===== config.mk =====
export PLATFORM = sky130hd
export DESIGN_NAME = alu_driver
export DESIGN_NICKNAME = d
export VERILOG_FILES = /design/src/rtl/alu_seq_pkg.sv /design/src/rtl/alu_cmd_fifo.sv /design/src/rtl/alu_driver.sv
export SDC_FILE = /design/constraint.sdc
export NUM_CORES = 1
export LEC_CHECK = 0
export ABC_AREA = 1
export CAP_MARGIN = 20
export CORE_MARGIN = 1.5
export CORE_UTILIZATION = 54
export DETAILED_ROUTE_END_ITERATION = 6
export PLACE_DENSITY = 0.79
export SYNTH_ARGS = -nofsm -noshare
export SYNTH_HDL_FRONTEND = slang
export SYNTH_HIERARCHICAL = 1
export SYNTH_SLANG_ARGS = --single-unit

===== constraint.sdc =====
create_clock -name clk -period 2.9 [get_ports clk]
set_input_delay 0.29 -clock clk [delete_from_list [all_inputs] [get_ports clk]]
set_output_delay 0.29 -clock clk [all_outputs]
set_load 0.02 [all_outputs]

===== src/rtl/alu_seq_pkg.sv =====
// alu_seq_pkg
// Shared types for the ALU sequencer and its command driver.
//   opcode_e     - ALU operation encoding (shared with alu_seq)
//   drv_state_e  - alu_driver control FSM states
//   alu_cmd_t    - one queued command: opcode plus two signed operands
//   ALU_DRV_DEPTH - default command FIFO depth
package alu_seq_pkg;

    typedef enum logic [1:0] {
        ADD  = 2'd0,
        SUB  = 2'd1,
        MULT = 2'd2,
        DIV  = 2'd3
    } opcode_e;

    typedef enum logic [1:0] {
        IDLE    = 2'd0,
        ISSUE   = 2'd1,
        CAPTURE = 2'd2,
        RESP    = 2'd3
    } drv_state_e;

    localparam int ALU_DRV_DEPTH = 4;
    localparam int OPND_W        = 8;
    localparam int RES_W         = 9;

    typedef struct packed {
        opcode_e                   opcode;
        logic signed [OPND_W-1:0]  op1;
        logic signed [OPND_W-1:0]  op2;
    } alu_cmd_t;

    // A divide by zero is resolved by the driver itself and never reaches the ALU.
    function automatic logic is_div_zero(alu_cmd_t c);
        return (c.opcode == DIV) && (c.op2 == '0);
    endfunction

endpackage


===== src/rtl/alu_cmd_fifo.sv =====
// alu_cmd_fifo
// Synchronous FIFO of alu_cmd_t entries, first-word-fall-through read.
//   clk, rst_n  - clock, asynchronous active-low reset (pointers only)
//   push, din   - write request and data; ignored while full
//   pop, dout   - read request; dout always shows the head entry
//   full, empty - occupancy flags, functions of the pointers only
module alu_cmd_fifo
    import alu_seq_pkg::*;
#(
    parameter int DEPTH = ALU_DRV_DEPTH
) (
    input  logic     clk,
    input  logic     rst_n,
    input  logic     push,
    input  logic     pop,
    input  alu_cmd_t din,
    output alu_cmd_t dout,
    output logic     full,
    output logic     empty
);

    localparam int AW = $clog2(DEPTH);
    localparam logic [AW:0] PTR_ONE = {{AW{1'b0}}, 1'b1};

    // Pointers carry one extra wrap bit so full and empty are distinguishable.
    logic [AW:0] wr_ptr_q, wr_ptr_d;
    logic [AW:0] rd_ptr_q, rd_ptr_d;
    alu_cmd_t    mem_q [DEPTH];
    alu_cmd_t    mem_d [DEPTH];
    logic        do_push;
    logic        do_pop;

    assign empty = (wr_ptr_q == rd_ptr_q);
    assign full  = (wr_ptr_q[AW] != rd_ptr_q[AW]) &&
                   (wr_ptr_q[AW-1:0] == rd_ptr_q[AW-1:0]);

    // A pop in the same cycle never frees room for a push into a full FIFO.
    assign do_push = push && !full;
    assign do_pop  = pop && !empty;
    assign dout    = mem_q[rd_ptr_q[AW-1:0]];

    always_comb begin
        wr_ptr_d = wr_ptr_q;
        rd_ptr_d = rd_ptr_q;
        mem_d    = mem_q;
        if (do_push) begin
            mem_d[wr_ptr_q[AW-1:0]] = din;
            wr_ptr_d                = wr_ptr_q + PTR_ONE;
        end
        if (do_pop) begin
            rd_ptr_d = rd_ptr_q + PTR_ONE;
        end
    end

    always_ff @(posedge clk or negedge rst_n) begin
        if (!rst_n) begin
            wr_ptr_q <= '0;
            rd_ptr_q <= '0;
        end else begin
            wr_ptr_q <= wr_ptr_d;
            rd_ptr_q <= rd_ptr_d;
        end
    end

    // Storage is data only; validity is tracked by the pointers.
    always_ff @(posedge clk) begin
        mem_q <= mem_d;
    end

endmodule


===== src/rtl/alu_driver.sv =====
// alu_driver
// Queues commands, sequences them one at a time through the registered ALU
// (alu_seq) and returns each result on a valid/ready response channel.
//   clk, rst            - clock, asynchronous active-low reset
//   cmd_*               - upstream command handshake (valid/ready, opcode, operands)
//   alu_opcode/operand* - ALU inputs, idle at ADD 0,0 outside ISSUE
//   alu_rst             - ALU reset, held until the first edge after rst releases
//   alu_out             - registered ALU result
//   rsp_*               - response handshake; rsp_dz flags divide-by-zero
module alu_driver
    import alu_seq_pkg::*;
#(
    parameter int DEPTH = ALU_DRV_DEPTH
) (
    input  logic                     clk,
    input  logic                     rst,
    input  logic                     cmd_valid,
    output logic                     cmd_ready,
    input  opcode_e                  cmd_opcode,
    input  logic signed [OPND_W-1:0] cmd_op1,
    input  logic signed [OPND_W-1:0] cmd_op2,
    output opcode_e                  alu_opcode,
    output logic signed [OPND_W-1:0] alu_operand1,
    output logic signed [OPND_W-1:0] alu_operand2,
    output logic                     alu_rst,
    input  logic signed [RES_W-1:0]  alu_out,
    output logic                     rsp_valid,
    input  logic                     rsp_ready,
    output logic signed [RES_W-1:0]  rsp_result,
    output opcode_e                  rsp_opcode,
    output logic                     rsp_dz
);

    drv_state_e               state_q, state_d;
    alu_cmd_t                 issue_q, issue_d;
    logic signed [RES_W-1:0]  rsp_result_q, rsp_result_d;
    opcode_e                  rsp_opcode_q, rsp_opcode_d;
    logic                     rsp_dz_q, rsp_dz_d;
    logic                     alu_rst_q, alu_rst_d;

    logic     fifo_push;
    logic     fifo_pop;
    logic     fifo_full;
    logic     fifo_empty;
    alu_cmd_t fifo_din;
    alu_cmd_t fifo_dout;

    assign cmd_ready = !fifo_full;
    assign fifo_push = cmd_valid && cmd_ready;
    assign fifo_din  = '{opcode: cmd_opcode, op1: cmd_op1, op2: cmd_op2};

    alu_cmd_fifo #(
        .DEPTH (DEPTH)
    ) u_fifo (
        .clk   (clk),
        .rst_n (rst),
        .push  (fifo_push),
        .pop   (fifo_pop),
        .din   (fifo_din),
        .dout  (fifo_dout),
        .full  (fifo_full),
        .empty (fifo_empty)
    );

    always_comb begin
        state_d      = state_q;
        issue_d      = issue_q;
        rsp_result_d = rsp_result_q;
        rsp_opcode_d = rsp_opcode_q;
        rsp_dz_d     = rsp_dz_q;
        fifo_pop     = 1'b0;
        unique case (state_q)
            IDLE: begin
                if (!fifo_empty) begin
                    fifo_pop = 1'b1;
                    issue_d  = fifo_dout;
                    state_d  = ISSUE;
                end
            end
            ISSUE: begin
                // Divide-by-zero skips the ALU and answers directly.
                if (is_div_zero(issue_q)) begin
                    rsp_result_d = '0;
                    rsp_opcode_d = DIV;
                    rsp_dz_d     = 1'b1;
                    state_d      = RESP;
                end else begin
                    state_d = CAPTURE;
                end
            end
            CAPTURE: begin
                rsp_result_d = alu_out;
                rsp_opcode_d = issue_q.opcode;
                rsp_dz_d     = 1'b0;
                state_d      = RESP;
            end
            RESP: begin
                if (rsp_ready) begin
                    state_d = IDLE;
                end
            end
            default: state_d = IDLE;
        endcase
    end

    // ALU inputs are driven only while a real operation is being issued.
    always_comb begin
        alu_opcode   = ADD;
        alu_operand1 = '0;
        alu_operand2 = '0;
        if ((state_q == ISSUE) && !is_div_zero(issue_q)) begin
            alu_opcode   = issue_q.opcode;
            alu_operand1 = issue_q.op1;
            alu_operand2 = issue_q.op2;
        end
    end

    // alu_rst falls on the first edge after reset release.
    assign alu_rst_d = 1'b0;

    always_ff @(posedge clk or negedge rst) begin
        if (!rst) begin
            state_q      <= IDLE;
            rsp_result_q <= '0;
            rsp_opcode_q <= ADD;
            rsp_dz_q     <= 1'b0;
            alu_rst_q    <= 1'b1;
        end else begin
            state_q      <= state_d;
            rsp_result_q <= rsp_result_d;
            rsp_opcode_q <= rsp_opcode_d;
            rsp_dz_q     <= rsp_dz_d;
            alu_rst_q    <= alu_rst_d;
        end
    end

    // The issue register is only read in ISSUE/CAPTURE, which always follow a load.
    always_ff @(posedge clk) begin
        issue_q <= issue_d;
    end

    assign rsp_valid  = (state_q == RESP);
    assign rsp_result = rsp_result_q;
    assign rsp_opcode = rsp_opcode_q;
    assign rsp_dz     = rsp_dz_q;
    assign alu_rst    = alu_rst_q;

endmodule


==> flow_summary.yaml, run 1 <==
placed_design:
  dp_hpwl_um: 5430
  gp_congestion: 0.732
  portBuffers: 63
die:
  ios: 64
  num_rows: 33
  fp.dieW_um: 95.5
  initial_utilization: 0.559
  die-area_sq_mm: 0.00912
  placeableCoreArea_sq_mm: 0.00826
  die_height_um: 95.5
synth:
  synthArstFlopShare: 0.189
  yosysSeqAreaShare: 0.699
  synth_ff_type: "edfxtp_1"
  ys_top_cells_by_area: "edfxtp_1 (59%), dfrtp_1 (11%), nor2_1 (5.3%)"
  ys_types: 25
  synth_top_cell_area_share: 0.585
  yosysWarnings: 6
  syn-num-nets: 430
  ys_ff_latch: 111
  yosys.area.top_type: "edfxtp_1"
  avgSynthCellArea_sq_um: 11.9
  netlist_area_sq_mm: 0.00462
  synthCells: 389
  synth_edf_count: 90
worst_setup_path:
  path_max_fanout: 29
  critPathTopFamily: "buffers and inverters"
  worstRegToRegCells: 9
  arrival_ps: 2470
  crit_required_ps: 2610
  slowest_delay_ps: 660
  r2r_end: "u_fifo/mem_q[62]$_DFFE_PP_"
  critPathCaptureType: "output pin"
  crit_cells: 5
  cp_cell_sequence: "inv_1 > ha_1 > nand2_2 > nor2_1 > clkdlybuf4s50_1"
  slowest_stage: "clkdlybuf4s50_1"
  crit_type: "register to output pin"
  startpoint_type: "register"
  path_buf_inv: 2
  r2r_start: "u_fifo/wr_ptr_q[1]$_DFFE_PN0P_"
  r2r_slack_ps: 780
global_routing:
  grtUsageTotal: 0.204
  grt_pass1_wl_um: 13800
  grt-ovfl-total: 0
  grt_pass1_vias: 2926
  antenna_found_initial: 0
  grt_start_max_net_pins: 40
clocking:
  cts_root_buffer: "clkbuf_8"
  ctsHoldBuffers: 0
  cts_tree: "built"
  clkTransAtPathRegs_ps: 110
  cts_resized: 0
  clock_path_buffers: 2
  clk_latency_ps: 360
  htreeDepth: 3
  cts_setup_buffers: 0
  cts_buffers: 9
  cts_sinks: 111
pwr:
  p_sw_mw: 2.22
  p_leak_nw: 2.20
  seqPwrFrac: 0.437
  p_int_mw: 3.62
  switching_share: 0.380
  clkPwrFrac: 0.160
  comb_power_share: 0.403
  power.density_mw_per_mm2: 1050
  ir_drop_v: 0.000484
drt:
  first_pass_iters: 4
  dr_wl_met2_um: 4300
  vias: 3001
  routed.top_layer: "met4"
  route.met3.wl_um: 409
  vias_per_cell: 5.30
  met1_length_um: 3810
  drc: 0
  wirelength_um: 8640
  detail_route.wl_per_cell_um: 15.3
  postRouteAntennaNets: 0
  drtIter0Drc: 124
timing:
  period_share: 0.952
  hold_ws_ps: 208
  setup_viol: 0
  finClkSkew_ps: 9.01
  slew_headroom: 0.610
  tightest_slew_ps: 583
  fmax_ghz: 0.362
  slew_viol_final: 0
  min_period_ps: 2760
  rsz0062_at_grt: "no"
  finalSetupTns_ps: 0
  finalHoldViolCount: 0
final_layout:
  diodes: 0
  drive_above_1_share: 0.0781
  fillers: 626
  area_delta_synth_final_pct: 19.9
  final_net_count: 497
job:
  drv_cap: 0
min_path:
  hold_class: "primary input to asynchronous set/reset pin"
outcome:
  status: "complete, no violations"
flip-flops by register name (all words and copies together) (netlist names):
name             count
issue_q             18
rsp_result           9
rsp_opcode           2
u_fifo/wr_ptr_q      3
alu_rst              1
u_fifo/mem_q        72
u_fifo/rd_ptr_q      3
state_q              2
rsp_dz               1
worst max-delay path by stage:
stage | start | end | slack (ps)
2_1_floorplan | u_fifo/wr_ptr_q[1]$_DFFE_PN0P_ | u_fifo/mem_q[18]$_DFFE_PP_ | 580
3_5_place_dp | state_q[1]$_DFFE_PN0P_ | alu_operand2[4] | 520
6_report | state_q[1]$_DFFE_PN0P_ | alu_operand2[4] | 140
3_3_place_gp | state_q[1]$_DFFE_PN0P_ | alu_operand1[3] | 650
4_1_cts | state_q[1]$_DFFE_PN0P_ | alu_operand2[4] | 110
5_1_grt | state_q[1]$_DFFE_PN0P_ | alu_operand1[4] | 1
power by group through the flow:
stage | clock (mW) | sequential (mW) | combinational, mW
finish | 0.934 | 2.55 | 2.35
global route | 1.01 | 2.60 | 2.63
CTS | 0.946 | 2.55 | 2.37
detailed placement | 0 | 2.59 | 2.36
global placement | 0 | 2.57 | 2.27
floorplan | 0 | 2.64 | 1.54
cells by family (layout without fill, tap and decap cells):
family / count (synthesis) / after routing / synth area share
flip-flops: 111 / 111 / 0.699
other: 1 / 1 / 0.000812
XOR/XNOR: 3 / 3 / 0.00732
adder cells (fa/ha/maj): 10 / 10 / 0.0271
AND/OR/NAND/NOR: 150 / 150 / 0.136
buffers and inverters: 57 / 129 / 0.0629
AO/OA/AOI/OAI: 57 / 57 / 0.0666
metal layers:
| layer | vias up | track usage |
|---|---|---|
| li1 | 1458 | - |
| met1 | 1435 | 0.265 |
| met2 | 96 | 0.352 |
| met3 | 12 | 0.0295 |
| met4 | 0 | 0.0723 |
| met5 | - | 0 |
cells in the mapped netlist (all sizes together) (2+ instances only):
| cell type | n |
|---|---|
| nand2 | 49 |
| nor2 | 66 |
| nand3 | 34 |
| o21ai | 39 |
| o22ai | 18 |
| xor2 | 2 |
| ha | 10 |
| inv | 41 |
| buf | 15 |
| dfrtp | 20 |
| edfxtp | 90 |
area by class of cell:
class	count	area, sq um	share of cell area
clock buffer	9	124	0.0224
clock inverter	7	78.8	0.0142
inverter	41	156	0.0282
multi-input combinational	221	1100	0.199
sequential	111	3230	0.583
tap	105	131	0.0237
timing repair buffer	72	718	0.130
layout by cell type (no fill, tap or decap), drive strengths merged, types with 2 or more instances in the layout:
| master | Yosys | routed |
|---|---|---|
| nand3 | 34 | 34 |
| dfrtp | 20 | 20 |
| xor2 | 2 | 2 |
| clkdlybuf4s50 | 0 | 63 |
| clkinv | 0 | 3 |
| nand2 | 49 | 49 |
| o21ai | 39 | 39 |
| o22ai | 18 | 18 |
| nor2 | 66 | 66 |
| clkbuf | 1 | 9 |
| ha | 10 | 10 |
| edfxtp | 90 | 90 |
| inv | 41 | 44 |
| buf | 15 | 9 |
through the flow:
stage	setup slack [ps]	std cells	utilization	instance area (sq um)	total power, mW
3_5_place_dp	516	549	0.643	5310	4.94
2_1_floorplan	580	389	-	4620	4.17
3_3_place_gp	655	549	0.643	5310	4.84
5_1_grt	1.35	566	0.671	5540	6.23
6_report	140	566	0.671	5540	5.83
4_1_cts	112	565	0.667	5510	5.87
No activity file was read; power rests on OpenSTA's default activity.
==> run 2, diff against run 1 <==
--- a/config.mk
+++ b/config.mk
@@ -7,8 +7,10 @@
 export LEC_CHECK = 0
 export ABC_AREA = 1
 export CAP_MARGIN = 20
+export CORE_ASPECT_RATIO = 1.75
 export CORE_MARGIN = 1.5
 export CORE_UTILIZATION = 54
+export CTS_CLUSTER_DIAMETER = 80
 export DETAILED_ROUTE_END_ITERATION = 6
 export PLACE_DENSITY = 0.79
 export SYNTH_ARGS = -nofsm -noshare
==> flow_summary.yaml, run 2 (synthesis results as in run 1) <==
timing:
  tightest_slew_ps: 554
  slew_headroom: 0.629
  fmax_ghz: 0.368
  finClkSkew_ps: 5.52
  min_period_ps: 2720
  period_share: 0.937
  finalHoldViolCount: 0
  slew_viol_final: 0
  rsz0062_at_grt: "no"
  finalSetupTns_ps: 0
  setup_viol: 0
worst_setup_path:
  startpoint_type: "register"
  path_max_fanout: 29
  critPathCaptureType: "output pin"
  cp-startpoint: "state_q[1]$_DFFE_PN0P_"
  slowest_stage: "clkdlybuf4s50_1"
  cp_cell_sequence: "inv_1 > ha_1 > nand2_2 > nor2_1 > clkdlybuf4s50_1"
  crit_required_ps: 2610
  endpoint: "alu_operand1[6]"
  slowest_delay_ps: 640
  crit_type: "register to output pin"
  arrival_ps: 2430
  r2r_start: "u_fifo/rd_ptr_q[1]$_DFFE_PN0P_"
  r2r_slack_ps: 510
  worstRegToRegCells: 9
  r2r_end: "u_fifo/mem_q[55]$_DFFE_PP_"
job:
  drv_cap: 0
drt:
  drtIter0Drc: 133
  wirelength_um: 8670
  vias: 2940
  detail_route.wl_per_cell_um: 15.1
  postRouteAntennaNets: 0
  vias_per_cell: 5.11
  drc: 0
  first_pass_iters: 4
clocking:
  cts_sinks: 111
  cts_resized: 0
  cts_root_buffer: "clkbuf_16"
  cts_tree: "built"
  clk_latency_ps: 340
  cts_buffers: 9
  clock_path_buffers: 2
  ctsHoldBuffers: 0
  cts_setup_buffers: 0
  htreeDepth: 3
  clkTransAtPathRegs_ps: 70
placed_design:
  dp_cells: 558
  dp_hpwl_um: 5770
  gp_congestion: 0.763
  portBuffers: 63
final_layout:
  regMostFlops: "u_fifo/mem_q"
  fillers: 604
  diodes: 0
  drive_above_1_share: 0.0696
  largest_reg_flops: 72
  final-instance-count-excl-fill: 575
  mostFrequentLayoutCell: "edfxtp_1"
  final_net_count: 496
  area_delta_synth_final_pct: 22.2
  final_cell_mix: "edfxtp_1 (90), nor2_1 (65), clkdlybuf4s50_1 (63)"
global_routing:
  grt_start_max_net_pins: 40
  busiest_layer: "met2"
  grt_pass1_wl_um: 14300
  gr-usage-met2: 0.377
  grtUsageTotal: 0.207
  antenna_found_initial: 0
  grt_pass1_vias: 2992
  grt_use_met3: 0.0322
  grt-ovfl-total: 0
  gr-usage-met1: 0.231
min_path:
  hold_class: "primary input to asynchronous set/reset pin"
die:
  fp.dieW_um: 72.9
  die_height_um: 125
  initial_utilization: 0.556
  placeableCoreArea_sq_mm: 0.00831
  die-area_sq_mm: 0.00914
  num_rows: 44
  ios: 64
outcome:
  status: "complete, no violations"
pwr:
  p_leak_nw: 2.24
  power.density_mw_per_mm2: 1080
  ir_drop_v: 0.000700
run 2: layer usage:
| layer | vias to the layer above | routed length, um |
|---|---|---|
| met5 | - | 0 |
| met4 | 0 | 133 |
| met3 | 8 | 302 |
| met2 | 77 | 5020 |
| met1 | 1397 | 3210 |
| li1 | 1458 | - |
run 2: worst min-delay path by stage:
| stage | end | cells past startpoint | slack, ps |
|---|---|---|---|
| floorplan | rsp_dz$_DFFE_PN0P_ | 0 | -6 |
| global placement | rsp_dz$_DFFE_PN0P_ | 2 | 480 |
| detailed placement | rsp_result[6]$_DFFE_PN0P_ | 2 | 490 |
| CTS | rsp_result[8]$_DFFE_PN0P_ | 3 | 500 |
| global route | u_fifo/wr_ptr_q[2]$_DFFE_PN0P_ | 1 | 190 |
| finish | u_fifo/wr_ptr_q[2]$_DFFE_PN0P_ | 1 | 200 |
run 2: per-stage QoR:
stage	setup WS (ps)	hold WS [ps]	util	total power, mW	area (sq um)
floorplan	580	-5.59	-	4.17	4620
global placement	589	484	0.639	4.84	5310
detailed placement	549	493	0.639	4.93	5310
CTS	159	501	0.675	6.16	5610
global route	15.5	192	0.679	6.53	5640
finish	183	197	0.679	6.11	5640
run 2: power breakdown:
group	internal [mW]	leakage, nW	total (mW)	switching (mW)
Clock	0.716	0.146	1.22	0.501
Sequential	2.35	1.08	2.57	0.225
Combinational	0.852	1.01	2.32	1.47
Total	3.91	2.24	6.11	2.20
run 2: critical path: cells and delay by family (launching register included):
family        cells  cell delay [ps]
fa+ha+maj         1              260
simple gates      2              640
flops             1              400
buf+inv           2              780
run 2: layout make-up:
| type | count | area (sq um) | share of cell area |
|---|---|---|---|
| clock buffer | 13 | 260 | 0.0461 |
| clock inverter | 3 | 42.5 | 0.00754 |
| inverter | 41 | 156 | 0.0277 |
| multi-input combinational | 221 | 1100 | 0.195 |
| sequential | 111 | 3230 | 0.572 |
| tap | 115 | 144 | 0.0255 |
| timing repair buffer | 71 | 711 | 0.126 |
==> run 3, diff against run 2 <==
--- a/config.mk
+++ b/config.mk
@@ -9,10 +9,12 @@
 export CAP_MARGIN = 20
 export CORE_ASPECT_RATIO = 1.75
 export CORE_MARGIN = 1.5
-export CORE_UTILIZATION = 54
+export CORE_UTILIZATION = 45
 export CTS_CLUSTER_DIAMETER = 80
 export DETAILED_ROUTE_END_ITERATION = 6
-export PLACE_DENSITY = 0.79
+export PLACE_DENSITY = 0.68
+export RECOVER_POWER = 50
+export SKIP_CTS_REPAIR_TIMING = 1
 export SYNTH_ARGS = -nofsm -noshare
 export SYNTH_HDL_FRONTEND = slang
 export SYNTH_HIERARCHICAL = 1
==> flow_summary.yaml, run 3 (synthesis results as in run 1) <==
global_routing:
  antenna_found_initial: 0
  gr-usage-met1: 0.202
  grt-ovfl-total: 0
  grtUsageTotal: 0.176
  grt_pass1_wl_um: 14200
  grt_pass1_vias: 2874
  grt_use_met3: 0.0247
  grt_start_max_net_pins: 40
  gr-usage-met2: 0.320
  busiest_layer: "met2"
final_layout:
  diodes: 0
  drive_above_1_share: 0.0630
  final_net_count: 496
  mostFrequentLayoutCell: "edfxtp_1"
  area_delta_synth_final_pct: 20.9
  final-instance-count-excl-fill: 585
  final_cell_mix: "edfxtp_1 (90), nor2_1 (65), nand2_1 (48)"
  regMostFlops: "u_fifo/mem_q"
  largest_reg_flops: 72
placed_design:
  dp_cells: 569
  portBuffers: 63
  gp_congestion: 0.747
  dp_hpwl_um: 5780
worst_setup_path:
  crit_required_ps: 2610
  arrival_ps: 2360
  startpoint_type: "register"
  crit_type: "register to output pin"
  critPathCaptureType: "output pin"
  path_max_fanout: 29
drt:
  drc: 0
  postRouteAntennaNets: 0
  vias: 2943
  wirelength_um: 8940
  drtIter0Drc: 160
  detail_route.wl_per_cell_um: 15.3
  vias_per_cell: 5.03
  first_pass_iters: 4
clocking:
  cts_buffers: 9
  clock_path_buffers: 2
  htreeDepth: 3
  clk_latency_ps: 340
  clkTransAtPathRegs_ps: 70
  cts_sinks: 111
  cts_root_buffer: "clkbuf_16"
  cts_tree: "built"
die:
  ios: 64
  placeableCoreArea_sq_mm: 0.00991
  die-area_sq_mm: 0.0109
  initial_utilization: 0.466
  die_height_um: 137
  num_rows: 48
  fp.dieW_um: 79.6
job:
  drv_cap: 0
timing:
  finalHoldViolCount: 0
  min_period_ps: 2650
  tightest_slew_ps: 972
  slew_viol_final: 0
  rsz0062_at_grt: "no"
  period_share: 0.914
  fmax_ghz: 0.377
  slew_headroom: 0.350
  finClkSkew_ps: 8.70
  finalSetupTns_ps: 0
  setup_viol: 0
min_path:
  hold_class: "register to register"
pwr:
  power.density_mw_per_mm2: 1060
  p_leak_nw: 2.23
  ir_drop_v: 0.000466
outcome:
  status: "complete, no violations"
run 3: cell types whose count changed in the layout (fill, tap and decap cells not counted), moves of 2 or more:
cell,previous run,this run
nand3_2,2,0
o21ai_0,19,26
clkbuf_8,2,0
clkinv_2,1,3
nand3_1,32,34
o21ai_1,20,13
clkdlybuf4s50_1,63,32
clkbuf_1,2,0
dlygate4sd3_1,0,31
nand2_1,46,48
nand2_2,3,1
run 3: power breakdown:
part           leakage, nW  switching (mW)  internal [mW]
sequential            1.08           0.205           2.34
combinational         1.01            1.46          0.808
clock                0.135           0.543          0.584
total                 2.23            2.21           3.74
run 3: final cells by class:
cell class | instances | area (sq um)
multi-input cells | 221 | 1080
clock buffers | 9 | 225
inverters | 41 | 154
flip-flops and latches | 111 | 3230
fillers | 874 | 4330
repair buffers | 71 | 688
well taps | 125 | 156
clock inverters | 7 | 46.3
run 3: worst paths after layout:
kind	startpoint	endpoint	slack, ps	cells past startpoint
setup / recovery	state_q[1]$_DFFE_PN0P_	alu_operand1[7]	250	5
min in group asynchronous	rst	u_fifo/wr_ptr_q[0]$_DFFE_PN0P_	550	1
hold / removal	rsp_result[7]$_DFFE_PN0P_	rsp_result[7]$_DFFE_PN0P_	500	2
max in group asynchronous	rst	rsp_dz$_DFFE_PN0P_	1750	1
hold reg to reg	rsp_result[7]$_DFFE_PN0P_	rsp_result[7]$_DFFE_PN0P_	500	2
setup reg to reg	u_fifo/rd_ptr_q[0]$_DFFE_PN0P_	issue_q[14]$_DFFE_PP_	680	4
run 3: metrics by stage:
step	hold slack (ps)	power, mW	setup slack [ps]	utilization	area, sq um
3_3_place_gp	490	4.86	688	0.538	5330
2_1_floorplan	-5.59	4.17	580	-	4620
6_report	500	5.94	250	0.563	5580
5_1_grt	517	6.35	58.4	0.563	5580
4_1_cts	508	6.08	229	0.566	5610
3_5_place_dp	494	4.95	610	0.538	5330
run 3: routing by layer:
metal  share of wire  wire, um
met5               0         0
met1            0.40      3580
met4           0.017       150
met2            0.55      4920
met3           0.033       294
run 3: worst max-delay path, cell delays in order, from the launching register on:
cell and delay [ps]:
dfrtp_1 400, inv_1 140, ha_1 270, nand2_2 370
nor2_1 200, clkdlybuf4s50_1 630
